### src/rtl/fetch_unit.sv
// Instruction-fetch stage: owns the PC, keeps one request outstanding to
// instruction memory and queues returned words for decode; redirects flush.
module fetch_unit #(
  parameter int              XLEN     = 32,
  parameter logic [XLEN-1:0] RESET_PC = '0,
  parameter int              FQ_DEPTH = 2
) (
  input  logic            clk,
  input  logic            rst_n,
  input  logic            j_br,
  input  logic [XLEN-1:0] target,
  output logic            imem_req,
  output logic [XLEN-1:0] imem_addr,
  input  logic            imem_gnt,
  input  logic            imem_rvalid,
  input  logic [XLEN-1:0] imem_rdata,
  output logic            id_valid,
  output logic [XLEN-1:0] id_instr,
  output logic [XLEN-1:0] id_pc,
  input  logic            id_ready
);

  localparam int PW = (FQ_DEPTH > 1) ? $clog2(FQ_DEPTH) : 1;
  localparam int CW = $clog2(FQ_DEPTH + 1);

  typedef enum logic [1:0] {S_IDLE, S_REQ, S_WAIT, S_DROP} state_t;

  typedef struct packed {
    logic [XLEN-1:0] pc;
    logic [XLEN-1:0] instr;
  } fq_entry_t;

  state_t          state, state_nxt;
  logic [XLEN-1:0] pc, pc_nxt, req_pc, redir_pc;
  fq_entry_t       fq [FQ_DEPTH];
  logic [PW-1:0]   wptr, rptr;
  logic [CW-1:0]   count;
  logic            granted, push, pop;

  assign redir_pc  = target & ~XLEN'(3);
  assign imem_req  = (state == S_REQ) && (count < CW'(FQ_DEPTH));
  assign imem_addr = pc;
  assign granted   = imem_req & imem_gnt;

  // Redirect suppresses both queue ports; a response arriving with it is stale.
  assign push = (state == S_WAIT) & imem_rvalid & ~j_br;
  assign pop  = id_valid & id_ready & ~j_br;

  assign id_valid = (count != '0);
  assign id_instr = fq[rptr].instr;
  assign id_pc    = fq[rptr].pc;

  always_comb begin
    state_nxt = state;
    case (state)
      S_IDLE: state_nxt = S_REQ;
      S_REQ:  if (granted) state_nxt = j_br ? S_DROP : S_WAIT;
      S_WAIT: if (imem_rvalid) state_nxt = S_REQ;
              else if (j_br) state_nxt = S_DROP;
      S_DROP: if (imem_rvalid) state_nxt = S_REQ;
      default: state_nxt = S_IDLE;
    endcase
  end

  always_comb begin
    pc_nxt = pc;
    if (j_br)         pc_nxt = redir_pc;
    else if (granted) pc_nxt = pc + XLEN'(4);
  end

  always_ff @(posedge clk) begin
    if (!rst_n) begin
      state  <= S_IDLE;
      pc     <= RESET_PC;
      req_pc <= RESET_PC;
      count  <= '0;
      wptr   <= '0;
      rptr   <= '0;
    end else begin
      state <= state_nxt;
      pc    <= pc_nxt;
      if (granted) req_pc <= pc;
      if (j_br) begin
        count <= '0;
        wptr  <= '0;
        rptr  <= '0;
      end else begin
        if (push) wptr <= wptr + PW'(1);
        if (pop)  rptr <= rptr + PW'(1);
        case ({push, pop})
          2'b10:   count <= count + CW'(1);
          2'b01:   count <= count - CW'(1);
          default: ;
        endcase
      end
    end
  end

  // Storage carries no reset; id_valid qualifies it.
  always_ff @(posedge clk) begin
    if (push) fq[wptr] <= '{pc: req_pc, instr: imem_rdata};
  end

endmodule

### config.mk
export PLATFORM = sky130hd
export DESIGN_NAME = fetch_unit
export DESIGN_NICKNAME = d
export VERILOG_FILES = /design/src/rtl/fetch_unit.sv
export SDC_FILE = /design/constraint.sdc
export NUM_CORES = 1
export LEC_CHECK = 0
export BUFFER_PORTS_ARGS = -buffer_cell sky130_fd_sc_hd__buf_4
export CAP_MARGIN = 5
export CORE_AREA = 4 4 125 127
export DETAILED_ROUTE_END_ITERATION = 16
export DIE_AREA = 0 0 129 131
export PLACE_DENSITY_LB_ADDON = 0.3
export SLEW_MARGIN = 20
export SYNTH_ARGS = -nofsm -noshare
export SYNTH_HDL_FRONTEND = slang
export SYNTH_SLANG_ARGS = --single-unit
### constraint.sdc
create_clock -name clk -period 4.75 [get_ports clk]
set_input_delay 0.475 -clock clk [delete_from_list [all_inputs] [get_ports clk]]
set_output_delay 0.475 -clock clk [all_outputs]
set_load 0.03 [all_outputs]
### Word-level counts from Yosys, hierarchy flattened

Memory sizes are Yosys's and may differ from the RTL's. A register that Yosys moved wholly into a read port is not among the register bits.
Index checks and enable logic that the tools add are counted.

* bits in registers: 70
* bits of input ports: 70
* word-level logic and storage cells: 49
* memories kept: 1
* bits in writable memories: 128
* output and inout port bits: 98

Memories
* fq: words 2, bits a word 64, rd ports 1, clocked after memory_dff 1, write ports 1, line 35 `fq_entry_t fq [FQ_DEPTH];`

* magnitude comparators: 1
* bitwise gates (word level): 7
* add/subtract/negate cells: 5
* muxes and demuxes: 13
* equal/unequal tests: 8
* reduce and logical (&&, ||, !) cells: 7

Operator list (count)
* 32-bit 2-to-1 mux: 2
* 32-bit by 3-bit adder with 32-bit output (second input constant): 1
* 2-bit 2-to-1 mux: 4
* 2-bit one-hot mux with 4 select lines: 1
* 2-bit equality test (second input constant): 3
* 2-bit nonzero test: 3
* 1-bit AND: 5
* 1-bit 2-to-1 mux: 5
* 2-bit by 1-bit equality test with 1-bit output (second input constant): 2
* 2-bit inequality test (second input constant): 2
* 2-bit one-hot mux with 2 select lines: 1
* 3-bit inequality test (second input constant): 1
* 3-bit AND reduction: 1
* 1-bit adder (second input constant): 2
* 2-bit by 1-bit adder with 2-bit output (second input constant): 1
* 2-bit logical NOT: 1
* 2-bit < comparator (second input constant): 1
* 1-bit NOT: 2
* 2-bit OR reduction: 1
* 2-bit by 1-bit subtractor with 2-bit output (second input constant): 1
* 1-bit logical AND: 1

### Longest topological paths before layout

* depth in word-level cells: 5
* depth in mapped cells: 8
* gate-level depth less buffers: 8

### Worst setup path after synthesis

Ideal clock, no wire load.

* kind: input-to-reg
* from: input port j_br
* to: memory fq[0][0] in the netlist's numbering (enable)
* required time: 4.268 ns
* arrival time: 3.541 ns
* slack: 0.727 ns
* library setup time: 0.482 ns
* stages on the path: 4
* cell sequence: clkbuf_1 nor2b_1 nand2_1 nor2_1

* longest elaborated chain between the ends: 4

Ends and longest elaborated chain
* from (decl): line 10 `input logic j_br,`
* 1-bit NOT: line 46 `assign push = (state == S_WAIT) & imem_rvalid & ~j_br;`
* 1-bit AND: line 46
* 1-bit 2-to-1 mux: line 101 `if (push) fq[wptr] <= '{pc: req_pc, instr: imem_rdata};`
* 1-bit 2-to-1 mux (not written as such): line 101
* to (decl): line 35

No other way between the ends.

### Final worst setup path

* from: register state[1]
* to: register pc[22], in the netlist imem_addr[22]

* longest elaborated chain between the ends: 4

Ends and longest elaborated chain
* from (decl): line 33 `state_t state, state_nxt;`
* from (signal assigned): line 80 `state <= state_nxt;`
* 2-bit by 1-bit equality test with 1-bit output: line 41 `assign imem_req = (state == S_REQ) && (count < CW'(FQ_DEPTH));`
* 1-bit logical AND: line 41
* 1-bit AND: line 43 `assign granted = imem_req & imem_gnt;`
* 2-bit nonzero test (no source line)
* to (signal assigned): line 81 `pc <= pc_nxt;`
* to (decl): line 34 `logic [XLEN-1:0] pc, pc_nxt, req_pc, redir_pc;`

No other way between the ends.
A chain may end at the register's enable or synchronous reset.

==> results.md <==
- Status: completed
- Clk Latency, worst-skew pair: approximately 420 ps
- RSZ-0062 raised after global routing: no
- Final period util: 60.4%
- Syn-to-layout area delta: 24.8%
- Peak Freq: between 300 and 400 MHz
- Hold path startpoint: imem_rdata[7]
- Post-Route WL: between 15 and 20 mm
- Post-cts repair resize count: 0
- Post-DP HPWL: 11.7 mm
- Gate Count Post-Synth: approximately 610
- Drt pass-1 iters: 5
- Largest net degree at the start of global routing: 45
- Die area: 16,900 µm²
- Pwr Total: 3.70 mW
- Worst r2r path cells: 6
- Post-layout min period: 2870 ps
- Worst EP required: between 5000 and 6000 ps
- Final nets: 830
- CTS clk-pin slew, worst paths: ~70 ps
- Flip-flop and latch area: slightly above 5000 µm²
- Sw Ratio: between 20% and 30%
- Crit path max-delay family: simple AND/OR/NAND/NOR gates
- Die H: roughly 130 µm
- Mapped Avg Cell Area: roughly 13 µm²
- Hold path depth: 1
- Synth Warn #: 0
- Antenna diodes: 0
- DRC: 0
- Mapped Area: 7700 µm²
- #FFs+latches synth: between 150 and 200
- Final worst slack: approximately 1900 ps
- Clock power frac: between 30% and 40%
- P_int: 2.79 mW
- Crit Path Class: reg -> reg
- H-tree depth: 4
- Share of cells above drive strength 1: between 30% and 40%
- TritonCTS clock tree: yes
- Clk Tree Root Cell: clkbuf_16
- Post-synth EDFFs: ~120
- Pleak: about 3.5 nW
- CP Capture Type: flop
- Combinational power share: a little under an eighth
- Hold endpoint: fq[0][7]$_DFFE_PP_
- Pwr/cell area: 385 nW/µm²
- Worst-path cell chain: inv_1 > ha_1 > nand3b_1 > or3_4 > or4_1 > a31oi_1
- R2r startpoint: state[1]$_SDFFE_PN0P_
- CP max FO: 20
- FF-to-FF End: imem_addr[22]$_SDFFE_PN0P_
- Post-synthesis sequential area ratio: 65.7%
- Ys async rst share: 0%
- Max-cap violations: 0
- IO buf count: between 150 and 200
- GP Congestion: about 0.85
- DR iter-0 viols: around 460
- Sequential Power Share: between 50% and 60%
- CTS Buf Count: 17
- Global-route wire length before repair: between 20 and 30 mm
- Utilization after layout: around two thirds
- Core Footprint: 14,400 µm²
- P_sw: roughly 0.9 mW
- Maximum VDD drop: around 230 µV
- Ports: 168
- Crit start category: flop
- Area of the multi-input gates: 2440 µm²
- Die width: between 100 and 150 µm
- Initial antenna violation count: 0
- Synth Flop Type: edfxtp_1
- Slowest stage delay, CP: 720 ps
- Setup bufs post-CTS: 0
- All-layer global routing usage: about a fifth
- Unique masters post-synth: 48
- Longest Clk Path Bufs: 2
- FILL cells: between 1,000 and 1,500
- Critical path's slowest cell: or3_4
- Setup violators final: 0
- Post-Place Worst Slack: 1950 ps
- Worst Hold Class: in -> reg
- Fin. max-slew vios: 0
- WHS: 235 ps
- Least-Margin Pin Slew: 1060 ps
- Gr ovfl total: 0
- Cell Rows: 44
- Hold bufs inserted after CTS: 0
- Setup TNS: 0 ps
- Via density: ~5.8
- Antenna Nets Post-Route: 0
- Clock Skews: 6.77 ps
- Worst Path Buf+Inv: 1
- WL/cell: roughly 18 µm
- Fin. Hold Viols: 0
- Initial Util: between 50 and 60%
- Number of global-route vias before repair: between 5,000 and 6,000
- Max_slew headroom: just under 30%
- Flop2flop setup slack: 1880 ps
- CTS sink count: 191
- Worst EP arrival: ~3200 ps
- DR vias: approximately 5,500
## worst register-to-register path, stage by stage (launching register included)
cell and delay (ps):
dfxtp_1 330, inv_1 90, ha_1 280, nand3b_1 710
or3_4 740, or4_1 500, a31oi_1 160
## state kept, by name (all words and copies together), names as in the netlist, named ones only
name	cells
count	2
fq	124
imem_addr	30
req_pc	30
rptr	1
state	2
wptr	1
## power by group through the flow
stage / combinational (mW) / sequential (mW) / clock [mW]
2_1_floorplan: 0.245 / 1.95 / 0
3_3_place_gp: 0.423 / 1.93 / 0
3_5_place_dp: 0.439 / 1.94 / 0
4_1_cts: 0.442 / 1.90 / 1.39
5_1_grt: 0.479 / 1.91 / 1.47
6_report: 0.441 / 1.90 / 1.36
## layout by cell type, fill, tap and decap left out, types with 3 or more instances in the layout
master	instances
a211oi_1	4
a21oi_1	44
a31oi_1	11
and3_1	5
and4_1	8
buf_4	168
clkbuf_16	18
clkbuf_8	3
clkinv_2	4
conb_1	4
dfxtp_1	66
edfxtp_1	124
ha_1	5
inv_1	9
mux2_2	62
nand2_1	71
nand2b_1	4
nand3_1	15
nand4_1	19
nor2_1	13
nor3_1	8
nor4_1	5
o21ai_0	28
o31ai_1	7
or3_1	6
or4_1	8
xnor2_1	6
xor2_1	8
## Yosys cell counts (all sizes together) (4+ instances only)
library cell | instances | area share, %
xnor2 | 6 | 0.68
mux2 | 62 | 9.1
nor2 | 14 | 0.68
nand4 | 19 | 1.5
nand3 | 15 | 0.97
nor4 | 5 | 0.41
xor2 | 8 | 0.91
and4 | 8 | 0.91
buf | 8 | 0.80
or4 | 8 | 0.78
inv | 9 | 0.44
or3 | 7 | 0.63
clkbuf | 32 | 1.6
a211oi | 4 | 0.39
nor3 | 8 | 0.52
a21oi | 44 | 2.9
and3 | 6 | 0.49
edfxtp | 124 | 48
dfxtp | 67 | 17
nand2b | 4 | 0.32
nand2 | 71 | 3.5
a31oi | 11 | 0.89
o21ai | 28 | 1.8
ha | 5 | 0.81
o31ai | 7 | 0.68
## worst max path at each step
stage / from / end / depth (start not counted)
after global placement: state[1]$_SDFFE_PN0P_ / imem_addr[22]$_SDFFE_PN0P_ / 6
final: state[1]$_SDFFE_PN0P_ / imem_addr[22]$_SDFFE_PN0P_ / 6
after global routing: state[1]$_SDFFE_PN0P_ / imem_addr[22]$_SDFFE_PN0P_ / 6
after detailed placement: state[1]$_SDFFE_PN0P_ / imem_addr[22]$_SDFFE_PN0P_ / 6
after floorplan: j_br / fq[0][0]$_DFFE_PP_ / 4
after CTS: flop / id_instr[26] / 3
## per-layer routing
layer	share of wire (%)	global-route usage, %
met5	0	0
met4	1.5	7.29
met3	8.1	5.73
met2	48	34.3
met1	42	27.2
## cell type report
type,instances,share of cell area (%)
Inverter,9,0.351
Sequential cell,191,52.7
Multi-Input combinational cell,368,25.4
Clock inverter,9,0.845
Tap cell,184,2.39
Timing Repair Buffer,168,13.1
Clock buffer,23,5.19
## stage by stage
stage | cells | instance area [µm²]
2_1_floorplan | 608 | 7720
3_3_place_gp | 920 | 9040
3_5_place_dp | 920 | 9040
4_1_cts | 952 | 9620
5_1_grt | 952 | 9620
6_report | 952 | 9620
## cells by family (layout without fill, tap and decap cells)
logic type / count (synthesis) / in the layout / share of synthesized area, %
AO/OA/AOI/OAI: 106 / 106 / 8.02
XOR/XNOR: 14 / 14 / 1.59
adder cells (fa/ha/maj): 5 / 5 / 0.812
flip-flops: 191 / 191 / 65.7
buffers and inverters: 49 / 209 / 2.79
AND/OR/NAND/NOR: 176 / 176 / 11.8
other: 1 / 4 / 0.0487
multiplexers: 63 / 63 / 9.19
Power figures use the tool's default switching activity.
